[config.mk]
export PLATFORM = sky130hd
export DESIGN_NAME = shape_cmd_sequencer
export DESIGN_NICKNAME = d
export VERILOG_FILES = /design/src/rtl/shape_cmd_sequencer.sv
export SDC_FILE = /design/constraint.sdc
export NUM_CORES = 1
export LEC_CHECK = 0
export ABC_AREA = 1
export BUFFER_PORTS_ARGS = -buffer_cell sky130_fd_sc_hd__buf_4
export CORE_MARGIN = 2
export CORE_UTILIZATION = 50
export DETAILED_ROUTE_END_ITERATION = 8
export PLACE_DENSITY_LB_ADDON = 0.1
export SYNTH_ARGS = -nofsm -noshare
export SYNTH_HDL_FRONTEND = slang
export SYNTH_SLANG_ARGS = --single-unit
[constraint.sdc]
create_clock -name clk -period 2.9 [get_ports clk]
set_clock_uncertainty 0.2 [all_clocks]
set_input_delay 0 -clock clk [delete_from_list [all_inputs] [get_ports clk]]
set_output_delay 0 -clock clk [all_outputs]
set_load 0.01 [all_outputs]
[src/rtl/shape_cmd_sequencer.sv]
// Command sequencer: queues control words and plays each one to shape_processor
// as a write, a read-back and a held response, counting accepted/rejected writes.
module shape_cmd_sequencer #(
  parameter int FIFO_DEPTH = 4,
  parameter int CNT_W      = 16
) (
  input  logic             clk,
  input  logic             rst_n,
  input  logic             cmd_valid,
  output logic             cmd_ready,
  input  logic [31:0]      cmd_data,
  output logic             write,
  output logic [31:0]      write_data,
  output logic             read,
  input  logic [31:0]      read_data,
  input  logic             error,
  output logic             rsp_valid,
  input  logic             rsp_ready,
  output logic [31:0]      rsp_data,
  output logic             rsp_error,
  output logic [CNT_W-1:0] accept_cnt,
  output logic [CNT_W-1:0] reject_cnt
);
  localparam int AW = $clog2(FIFO_DEPTH);
  localparam logic [AW:0]      PTR_ONE = (AW+1)'(1);
  localparam logic [CNT_W-1:0] CNT_ONE = CNT_W'(1);
  localparam logic [CNT_W-1:0] CNT_MAX = {CNT_W{1'b1}};

  typedef enum logic [1:0] {IDLE, WR, RD, RSP} state_e;

  state_e            state_q;
  logic [31:0]       mem_q [FIFO_DEPTH];
  logic [AW:0]       wr_ptr_q, rd_ptr_q;
  logic              write_q, read_q, rsp_valid_q, rsp_error_q;
  logic [31:0]       write_data_q, rsp_data_q;
  logic [CNT_W-1:0]  accept_cnt_q, reject_cnt_q;
  logic              full, empty, push, pop;

  // Pointers carry one extra wrap bit so full and empty are distinguishable.
  assign empty     = (wr_ptr_q == rd_ptr_q);
  assign full      = (wr_ptr_q[AW] != rd_ptr_q[AW]) &&
                     (wr_ptr_q[AW-1:0] == rd_ptr_q[AW-1:0]);
  assign cmd_ready = rst_n && !full;
  assign push      = cmd_valid && cmd_ready;
  assign pop       = !empty && ((state_q == IDLE) || ((state_q == RSP) && rsp_ready));

  always_ff @(posedge clk) begin
    if (push) mem_q[wr_ptr_q[AW-1:0]] <= cmd_data;
  end

  always_ff @(posedge clk) begin
    if (!rst_n) begin
      wr_ptr_q <= '0;
      rd_ptr_q <= '0;
    end else begin
      if (push) wr_ptr_q <= wr_ptr_q + PTR_ONE;
      if (pop)  rd_ptr_q <= rd_ptr_q + PTR_ONE;
    end
  end

  always_ff @(posedge clk) begin
    if (!rst_n) begin
      state_q      <= IDLE;
      write_q      <= 1'b0;
      read_q       <= 1'b0;
      rsp_valid_q  <= 1'b0;
      rsp_error_q  <= 1'b0;
      write_data_q <= '0;
      rsp_data_q   <= '0;
      accept_cnt_q <= '0;
      reject_cnt_q <= '0;
    end else begin
      case (state_q)
        IDLE: begin
          if (pop) begin
            state_q      <= WR;
            write_q      <= 1'b1;
            write_data_q <= mem_q[rd_ptr_q[AW-1:0]];
          end
        end
        WR: begin
          // The previous response is already consumed, so rsp_error may change here.
          state_q     <= RD;
          write_q     <= 1'b0;
          read_q      <= 1'b1;
          rsp_error_q <= error;
          if (error) begin
            if (reject_cnt_q != CNT_MAX) reject_cnt_q <= reject_cnt_q + CNT_ONE;
          end else begin
            if (accept_cnt_q != CNT_MAX) accept_cnt_q <= accept_cnt_q + CNT_ONE;
          end
        end
        RD: begin
          state_q     <= RSP;
          read_q      <= 1'b0;
          rsp_valid_q <= 1'b1;
          rsp_data_q  <= read_data;
        end
        RSP: begin
          if (rsp_ready) begin
            rsp_valid_q <= 1'b0;
            if (pop) begin
              state_q      <= WR;
              write_q      <= 1'b1;
              write_data_q <= mem_q[rd_ptr_q[AW-1:0]];
            end else begin
              state_q <= IDLE;
            end
          end
        end
        default: state_q <= IDLE;
      endcase
    end
  end

  assign write      = write_q;
  assign read       = read_q;
  assign write_data = write_data_q;
  assign rsp_valid  = rsp_valid_q;
  assign rsp_data   = rsp_data_q;
  assign rsp_error  = rsp_error_q;
  assign accept_cnt = accept_cnt_q;
  assign reject_cnt = reject_cnt_q;
endmodule

---- After elaboration in Yosys (flattened, before gate mapping) ----
Memories as Yosys holds them, arrays and structs flattened. A register that Yosys moved wholly into a read port is not among the register bits.
Cells that the tools add are included.
operators by class
  add/sub/neg operators ................... 4
  $mul .................................... 0
  divide/modulo/power cells ............... 0
  $lt $le $gt $ge ......................... 0
  eq/ne operators ......................... 10
  shifts and indexed selects .............. 0
  multiplexer cells ....................... 17
  bitwise gates (word level) .............. 1
  reductions and logical operators ........ 19
operator list
  cell                                                             count
  32-bit two-way mux                                               2
  32-bit one-hot mux with 2 select lines                           1
  16-bit by 1-bit adder with 16-bit output, second input constant  2
  16-bit != test, second input constant                            2
  2-bit two-way mux                                                4
  2-bit one-hot mux with 4 select lines                            1
  2-bit AND reduction                                              4
  3-bit by 1-bit adder with 3-bit output, second input constant    2
  1-bit two-way mux                                                6
  3-bit AND reduction                                              2
  2-bit nonzero test                                               3
  1-bit logical AND                                                5
  2-bit == test, second input constant                             2
  2-bit != test, second input constant                             2
  1-bit one-hot mux with 2 select lines                            2
  3-bit == test                                                    1
  1-bit one-hot mux with 3 select lines                            1
  3-bit nonzero test                                               1
  2-bit by 1-bit == test with 1-bit output, second input constant  1
  2-bit == test                                                    1
  1-bit logical NOT                                                2
  2-bit logical NOT                                                1
  1-bit logical OR                                                 1
  1-bit != test                                                    1
  1-bit NOT                                                        1
word-level totals
  register bits after elaboration ......... 108
  latch bits .............................. 0
  bits in writable memories ............... 128
  ROM bits ................................ 0
  input port bits ......................... 69
  output and inout bits ................... 101
  logic and storage cells ................. 63
  memories kept ........................... 1
memory list
  memory  words  width  rd ports  clocked after Yosys merged registers in  write ports  line  source
  mem_q   4      32     1         1                                        1            32    logic [31:0] mem_q [FIFO_DEPTH];

---- Longest topological paths before layout ----
Gate-level depths: netlist of run 1.
  word-level depth ........................ 7
  depth in mapped cells ................... 11
  mapped depth without buffers ............ 10

---- Worst setup path before layout of run 1 ----
OpenSTA, ideal clock, no wires.
  kind .................................... reg-to-reg
  from .................................... register wr_ptr_q[0]
  to ...................................... memory mem_q[0][0] (enable)
  library setup time ...................... 421 ps
  arrival ................................. 2289 ps
  required time ........................... 2279 ps
  slack ................................... -10 ps
  stages on the path, launching flop included .. 7
  buffers on the path ..................... 0
  clock period less this slack ............ 2910 ps
  path through ............................ dfxtp_1 -> inv_1 -> nand2_1 -> nand2_1 -> nand4_1 -> nand3_1 -> nor2_1
on the way
  word-level cells in the longest chain between the ends .. 7
RTL lines
  what                                     line  source
  start: declaration                       33    logic [AW:0] wr_ptr_q, rd_ptr_q;
  start signal: assignment                 56    if (push) wr_ptr_q <= wr_ptr_q + PTR_ONE;
  2-bit == test                            42    (wr_ptr_q[AW-1:0] == rd_ptr_q[AW-1:0]);
  1-bit logical AND                        41    assign full = (wr_ptr_q[AW] != rd_ptr_q[AW]) &&
  1-bit logical NOT                        43    assign cmd_ready = rst_n && !full;
  1-bit logical AND                        43
  1-bit logical AND                        44    assign push = cmd_valid && cmd_ready;
  1-bit two-way mux                        48    if (push) mem_q[wr_ptr_q[AW-1:0]] <= cmd_data;
  1-bit two-way mux (implied by the code)  48
  end: declaration                         32
Parallel ways exist; a longest one is shown, timed or not.

---- Worst setup path after layout of run 1 ----
  from .................................... register wr_ptr_q[0]
  to ...................................... memory mem_q[3][31] (enable)
Same word-level chain as after synthesis.

==> impl_summary.txt, run 1 <==
----------------------------------------------------
[Critical path]
  Largest driver fanout on the critical path ... 24
  Worst setup slack for register-to-register paths ... roughly 0.47 ns
  Maximum cell stage delay along the critical path ... ~0.45 ns
  Most frequent cell on the critical path ... sky130_fd_sc_hd__nand2_1
  Critical path type ... flip-flop to flip-flop
  Arrival time of the worst setup path ... approximately 2.4 ns
  Ordered cell list for the critical path ... inv_1 > nand2_1 > nand2_1 > nand4_1 > nand3_1 > nor2_4 > buf_12
  Kind of capture point of the worst setup path ... flip-flop
  Slowest stage cell on the critical path ... sky130_fd_sc_hd__nor2_4
  WP data required ... 2.91 ns
  CP Launch Type ... flip-flop

[Place]
  Placed Instance Area ... around 11,000 um^2
  Port buffer count ... roughly 170
  GP Congestion ... about 0.85
  Hpwl dp ... roughly 13,000 um
  Total placed cells including tap cells ... about 1.4k

[GRT]
  Global-route usage over all layers ... 0.213
  Pin count of the biggest net entering global routing ... 70
  Number of global-route vias before repair ... 7,351
  Global-route wire length before repair ... 35,200 um
  GR Overflow Total ... 0
  Initial antenna violation count ... 0

[CTS]
  # H-tree levels ... 1
  Clock-pin transition on the worst setup and hold timing paths ... around 0.060 ns
  Clock buffers created by TritonCTS ... 25
  Post-cts sizing count ... 0
  Max clock buf depth ... 3
  Clock tree sinks ... approximately 240
  Clock Root Buffer ... sky130_fd_sc_hd__clkbuf_16
  Hold buffers post-CTS ... 68
  Post-CTS setup buffer count ... 0
  Insertion delay to the later sink of the worst-skew pair ... about 0.52 ns
  CTS tree ... yes

[Finish]
  # fillers ... between 1k and 1.5k
  Fraction of final layout cells with drive strength greater than 1 ... 0.181
  ANT cells ... 0
  Most frequent cells in the layout ... sky130_fd_sc_hd__nor2_1, sky130_fd_sc_hd__nand2_1, sky130_fd_sc_hd__buf_4, sky130_fd_sc_hd__edfxtp_1, sky130_fd_sc_hd__dfxtp_1
  Count of nets after finishing ... 1,309
  Total area of sequential cells ... between 6000 and 7000 um^2
  Area occupied by multi-input gates ... 3120 um^2
  Fin cells ... about 1.5k
  Commonest non-fill, non-tap cell in the layout ... sky130_fd_sc_hd__nor2_1
  Final non-filler cell area ... 12,600 um^2
  Synthesis-to-finish area growth ... 31.1%

[STA]
  Setup repair after global routing missed its margin ... false
  Time the final worst path needs with I/O delays and setup ... ~2.4 ns
  Pins over their slew limit ... 0
  Finish-stage setup viols ... 0
  Actual transition at the worst max-transition pin ... between 0.9 and 1 ns
  Timing-limited maximum frequency ... slightly above 0.4 GHz
  Portion of the clock cycle consumed by the worst path in the final layout ... 0.836
  Final number of hold-violating endpoints ... 0
  Relative max-transition margin ... 0.363
  Final Hold Slack ... approximately 0.025 ns

[Logic synthesis]
  Synth Instances ... 997
  Fraction of synthesized cell area in xor and xnor cells ... 0.0118
  Number of unique standard cell types used by synthesis ... 30
  Fraction of the mapped netlist area in simple logic gates ... 0.178
  Complex-gate fraction of the synthesized area ... 0.0825
  Fraction of post-synthesis cell area in the top cell type by area ... 0.399
  Number of nets in the synthesized netlist ... roughly 1.1k
  Multiplexer share of the synthesized area ... 0.0332
  Adder and majority cell fraction of the synthesized area ... 0.0156
  Combinational family with the most area after synthesis ... simple AND/OR/NAND/NOR gates
  Library cell occupying the most area in the post-synthesis netlist ... sky130_fd_sc_hd__edfxtp_1
  Synthesized area per cell ... slightly below 10 um^2
  Synth Warn # ... 0
  Post-synthesis sequential area ratio ... 0.627
  Total standard cell area after synthesis ... approximately 9600 um^2
  Total of flip-flops plus latches after synthesis ... 238
  Leading cell types by total area after synthesis ... sky130_fd_sc_hd__edfxtp_1, sky130_fd_sc_hd__dfxtp_1, sky130_fd_sc_hd__nor2_1

[Power and ir drop]
  Maximum VDD drop ... around 0.45 mV
  Power Dens Cells ... a little over 800 nW/um^2
  Fraction of power spent switching nets ... 0.318
  Clock network fraction of design power ... 0.302
  Internal power ... ~7000 uW
  Share of total power in sequential cells ... 0.411
  Power spent charging and discharging nets ... approximately 3300 uW
  Combinational fraction of design power ... 0.287
  Total leakage power ... approximately 0.0052 uW
  Total Power Consumption ... about 10,000 uW

[Routing]
  Iteration count of the initial detailed-routing pass ... 4
  Via Count ... approximately 7.4k
  Drt drc ... 0
  Drt initial violations ... roughly 330
  DR vias/cell ... 4.93
  Number of antenna-violating nets in the routed design ... 0
  Final Routed Wirelength ... approximately 22,000 um
  WL per Instance ... about 14 um

[Run status]
  Run status ... finished, final reports clean

[Floorplan]
  Die Span X ... between 100 and 150 um
  Number of rows created at floorplan ... 50
  Starting density of the core ... 0.512
  Overall die area ... ~20,000 um^2
  Die Span Y ... approximately 140 um
  Ports placed on the boundary ... 170
  Core Area ... ~19,000 um^2

[Worst hold path]
  Type of the worst min-delay path ... primary input to flip-flop

[Run]
  Maximum Capacitance Violations ... 0

----------------------------------------------------
[cells by family (layout without fill, tap and decap cells)]
kind of cell	count (synthesis)	count (layout)
buffers and inverters	117	367
XOR/XNOR	13	13
multiplexers	32	32
adder cells (fa/ha/maj)	12	12
flip-flops	238	238
AND/OR/NAND/NOR	439	439
AO/OA/AOI/OAI	146	146
[worst paths after layout]
| path | start | endpoint | depth (start not counted) |
|---|---|---|---|
| hold / removal | cmd_data[22] | mem_q[3][22]$_DFFE_PP_ | 2 |
| setup / recovery | wr_ptr_q[0]$_SDFFE_PN0N_ | mem_q[3][31]$_DFFE_PP_ | 7 |
| setup reg to reg | wr_ptr_q[0]$_SDFFE_PN0N_ | mem_q[3][31]$_DFFE_PP_ | 7 |
| hold reg to reg | write$_SDFFE_PN0P_ | write$_SDFFE_PN0P_ | 2 |
[layer usage]
metal,global-route usage,up-vias,share of wire
li1,-,3773,-
met1,0.273,3439,0.44
met2,0.362,181,0.48
met3,0.0537,29,0.065
met4,0.0563,0,0.015
met5,0,-,0
[final cells by class]
cell class                 instances  share of cell area
clock buffer                      30              0.0510
sequential                       238               0.479
clock inverter                    16              0.0122
inverter                          71              0.0211
multi-input combinational        642               0.247
timing repair buffer             250               0.164
tap                              260              0.0258
[power groups by stage]
stage,combinational [uW],sequential [uW],clock [uW]
CTS,2970,4230,3180
global placement,2860,4280,0
detailed placement,2880,4290,0
global route,3330,4290,3320
finish,2960,4230,3110
floorplan,1830,4380,0
[state kept, by name (all words and copies together) (netlist names), named ones only]
signal,flops
accept_cnt,16
mem_q,128
rd_ptr_q,3
read,1
reject_cnt,16
rsp_data,32
rsp_error,1
rsp_valid,1
state_q,2
wr_ptr_q,3
write,1
write_data,32
[cell usage after synthesis]
cell type and count:
sky130_fd_sc_hd__nor2_1 217, sky130_fd_sc_hd__nand2_1 186, sky130_fd_sc_hd__edfxtp_1 128, sky130_fd_sc_hd__dfxtp_1 110, sky130_fd_sc_hd__o21ai_0 77, sky130_fd_sc_hd__inv_1 70
sky130_fd_sc_hd__a21oi_1 33, sky130_fd_sc_hd__mux2i_1 32, sky130_fd_sc_hd__o22ai_1 32, sky130_fd_sc_hd__clkbuf_1 26, sky130_fd_sc_hd__nand3_1 22, sky130_fd_sc_hd__ha_1 12
sky130_fd_sc_hd__buf_2 9, sky130_fd_sc_hd__xnor2_1 7, sky130_fd_sc_hd__buf_6 6, sky130_fd_sc_hd__xor2_1 6, sky130_fd_sc_hd__nand4_1 5, sky130_fd_sc_hd__buf_1 4
sky130_fd_sc_hd__nand3b_1 2, sky130_fd_sc_hd__nor2_2 2, sky130_fd_sc_hd__nor3_1 2, sky130_fd_sc_hd__a31oi_1 1, sky130_fd_sc_hd__buf_4 1, sky130_fd_sc_hd__clkinv_1 1
sky130_fd_sc_hd__nor3b_1 1, sky130_fd_sc_hd__nor4_1 1, sky130_fd_sc_hd__o211ai_1 1, sky130_fd_sc_hd__o211ai_4 1, sky130_fd_sc_hd__o21ai_2 1, sky130_fd_sc_hd__or2_1 1
[worst max-delay path: cells and delay by family (launching register included)]
family | cells | cell delay [ns]
buf+inv | 2 | 0.37
flops | 1 | 0.38
simple gates | 5 | 1.16
[metrics by stage]
stage                     setup WS [ns]  setup TNS (ns)   util
after floorplan                 -0.0104           -1.33      -
after global placement            0.541               0  0.592
after detailed placement          0.464               0  0.592
after CTS                         0.450               0  0.671
after global routing              0.229               0  0.671
final                             0.475               0  0.671
Power figures use the tool's default switching activity.
==> run 2: changes to the inputs <==
- clock period: 2.9 -> 2.3 ns (I/O delays scaled with it)
==> run 2 against run 1 <==
Net effect:
- non-clock buffer count grew 34
- flip-flop and latch count is the same
- setup slack lost 0.34 ns
- clock power grew 32%
- core utilization grew 2.2 points
- combinational power grew 38%
- maximum frequency grew 12%
- sequential power grew 26%
- sequential share of layout area shrank 1.5 points
- register-to-register slack lost 0.34 ns
- critical endpoint is now rsp_data[27]$_SDFFE_PN0P_
- largest power group unchanged
==> impl_summary.txt, run 2 (synthesis gave the netlist of run 1 again) <==
----------------------------------------------------
[CTS]
  Clock-pin transition on the worst setup and hold timing paths ... 0.06 ns (about the same)
  # H-tree levels ... 1 (unchanged)
  CTS tree ... yes
  Clock buffers created by TritonCTS ... 25 (unchanged)
  Insertion delay to the later sink of the worst-skew pair ... 0.52 ns (about the same)
  Max clock buf depth ... 3 (unchanged)
  Clock Root Buffer ... sky130_fd_sc_hd__clkbuf_16
  Clock tree sinks ... 238 (unchanged)

[STA]
  Final number of hold-violating endpoints ... 0 (unchanged)
  Relative max-transition margin ... 0.525 (+0.161)
  Portion of the clock cycle consumed by the worst path in the final layout ... 0.943 (+0.107)
  Pins over their slew limit ... 0 (unchanged)
  Setup repair after global routing missed its margin ... false
  Actual transition at the worst max-transition pin ... 0.712 ns (-0.237 ns)
  Setup TNS ... 0 ns (unchanged)
  Timing-limited maximum frequency ... 0.461 GHz (+12%)
  Finish-stage setup viols ... 0 (unchanged)
  Time the final worst path needs with I/O delays and setup ... 2.17 ns (-0.255 ns)
  Final critical-path setup slack ... 0.130 ns (-0.345 ns)

[GRT]
  Global-route usage over all layers ... 0.222 (+0.00902)
  Initial antenna violation count ... 0 (unchanged)
  Global-route wire length before repair ... 36,500 um (+3.7%)
  GR Overflow Total ... 0 (unchanged)
  Number of global-route vias before repair ... 7,335 (-0.22%)
  Pin count of the biggest net entering global routing ... 65 (-7.1%)

[Power and ir drop]
  Power Dens Cells ... 1040 nW/um^2 (+27%)
  Combinational fraction of design power ... 0.303 (+0.016)
  Share of total power in sequential cells ... 0.393 (-0.018)
  Total leakage power ... 0.00539 uW (+4.3%)
  Clock network fraction of design power ... 0.304 (+0.002)
  Power spent charging and discharging nets ... 4250 uW (+30%)
  Total Power Consumption ... 13,500 uW (+31%)
  Internal power ... 9270 uW (+32%)
  Maximum VDD drop ... 0.747 mV (+66%)
  Fraction of power spent switching nets ... 0.315 (-0.00324)

[Floorplan]
  Number of rows created at floorplan ... 50 (unchanged)
  Starting density of the core ... 0.512 (unchanged)
  Die Span X ... 143 um (unchanged)
  Die Span Y ... 143 um (unchanged)
  Overall die area ... 20,400 um^2 (unchanged)
  Ports placed on the boundary ... 170 (unchanged)
  Core Area ... 18,800 um^2 (unchanged)

[Run status]
  Run status ... finished, final reports clean

[Routing]
  Final Routed Wirelength ... 22,700 um (+4.9%)
  DR vias/cell ... 4.91 (-0.27%)
  Number of antenna-violating nets in the routed design ... 0 (unchanged)
  WL per Instance ... 14.7 um (+2.5%)
  Drt initial violations ... 344 (+3.6%)
  Via Count ... 7,569 (+2.0%)
  Iteration count of the initial detailed-routing pass ... 4 (unchanged)
  Drt drc ... 0 (unchanged)

[Critical path]
  WP data required ... 2.51 ns (-0.40 ns)
  Arrival time of the worst setup path ... 2.38 ns (-0.06 ns)
  CP Launch Type ... flip-flop
  Worst setup slack for register-to-register paths ... 0.13 ns (-0.34 ns)
  Kind of capture point of the worst setup path ... flip-flop
  Largest driver fanout on the critical path ... 8 (-67%)
  Critical path type ... flip-flop to flip-flop

[Finish]
  Area occupied by multi-input gates ... 3120 um^2 (unchanged)
  Synthesis-to-finish area growth ... 35.4%
  Fraction of final layout cells with drive strength greater than 1 ... 0.195 (+0.0139)
  Count of nets after finishing ... 1,343 (+2.6%)
  Most frequent cells in the layout ... sky130_fd_sc_hd__nor2_1, sky130_fd_sc_hd__buf_4, sky130_fd_sc_hd__nand2_1, sky130_fd_sc_hd__edfxtp_1, sky130_fd_sc_hd__dfxtp_1
  Final non-filler cell area ... 13,000 um^2 (+3.3%)
  ANT cells ... 0 (unchanged)
  # fillers ... 1,448 (-2.5%)
  Commonest non-fill, non-tap cell in the layout ... sky130_fd_sc_hd__nor2_1
  Total area of sequential cells ... 6050 um^2 (unchanged)
  Flip-flop count of the largest register after layout ... 128 (unchanged)
  Fin cells ... 1,541 (+2.3%)

[Place]
  GP Congestion ... 0.832 (-2.0%)
  Setup WS pre-CTS ... 0.241 ns (-0.223 ns)
  Port buffer count ... 169 (unchanged)
  Placed Instance Area ... 11,300 um^2 (+1.4%)
  Total placed cells including tap cells ... 1,406 (+0.93%)
  Hpwl dp ... 13,500 um (+1.5%)

[Worst hold path]
  Type of the worst min-delay path ... primary input to flip-flop

[Run]
  Maximum Capacitance Violations ... 0 (unchanged)

----------------------------------------------------
==> run 2: cell types whose count changed in the layout (fill, tap and decap cells not counted), moves of 2 or more <==
cell                            previous run  this run
sky130_fd_sc_hd__clkinv_1                  8         4
sky130_fd_sc_hd__clkinvlp_4                0         3
sky130_fd_sc_hd__buf_4                   180       192
sky130_fd_sc_hd__buf_12                    2         7
sky130_fd_sc_hd__dlygate4sd3_1            68        84
sky130_fd_sc_hd__clkinv_4                  0         2
==> run 2: layout make-up <==
type                       instances  area share
multi-input combinational        642       0.239
timing repair buffer             284       0.187
inverter                          71      0.0207
clock buffer                      30      0.0502
sequential                       238       0.464
clock inverter                    16      0.0147
tap                              260      0.0249
==> run 2: metrics by stage <==
stage | util | hold WS, ns
4_1_cts | 0.690 | 0.00537
5_1_grt | 0.693 | 0.0246
2_1_floorplan | - | -0.101
3_5_place_dp | 0.601 | 0.00256
3_3_place_gp | 0.601 | 0.00125
6_report | 0.693 | 0.0251
==> run 2: worst paths after layout <==
kind,from,end,depth (start not counted)
max,state_q[0]$_SDFFE_PN0P_,rsp_data[27]$_SDFFE_PN0P_,7
min,cmd_data[10],mem_q[1][10]$_DFFE_PP_,2
max reg2reg,state_q[0]$_SDFFE_PN0P_,rsp_data[27]$_SDFFE_PN0P_,7
min reg2reg,write$_SDFFE_PN0P_,write$_SDFFE_PN0P_,2
==> run 2: worst max-delay path, stage by stage, from the launching register on <==
cell and delay (ns):
sky130_fd_sc_hd__dfxtp_1 0.34, sky130_fd_sc_hd__inv_1 0.13, sky130_fd_sc_hd__ha_1 0.25, sky130_fd_sc_hd__clkinvlp_4 0.18, sky130_fd_sc_hd__buf_4 0.20, sky130_fd_sc_hd__nor2_1 0.13
sky130_fd_sc_hd__nor2_1 0.07, sky130_fd_sc_hd__dlygate4sd3_1 0.55
==> run 2: power by group through the flow <==
stage / clock network (uW) / registers [uW] / logic (uW)
3_3_place_gp: 0 / 5370 / 3750
5_1_grt: 4350 / 5370 / 4560
2_1_floorplan: 0 / 5520 / 2320
6_report: 4120 / 5310 / 4090
3_5_place_dp: 0 / 5380 / 3790
4_1_cts: 4180 / 5300 / 4030
==> run 2: what timing repair did <==
action,in CTS,in global routing
endpoints found under the setup margin,0,7
endpoints found under the hold margin,238,0
hold buffers,84,0
buffers inserted,0,5
resized for setup,0,3
==> run 2: layer usage <==
layer | vias to the layer above | global-route usage | part of all wire
met3 | 32 | 0.0456 | 0.062
met1 | 3502 | 0.281 | 0.43
met2 | 203 | 0.391 | 0.49
met5 | - | 0 | 0
li1 | 3832 | - | -
met4 | 0 | 0.0542 | 0.016
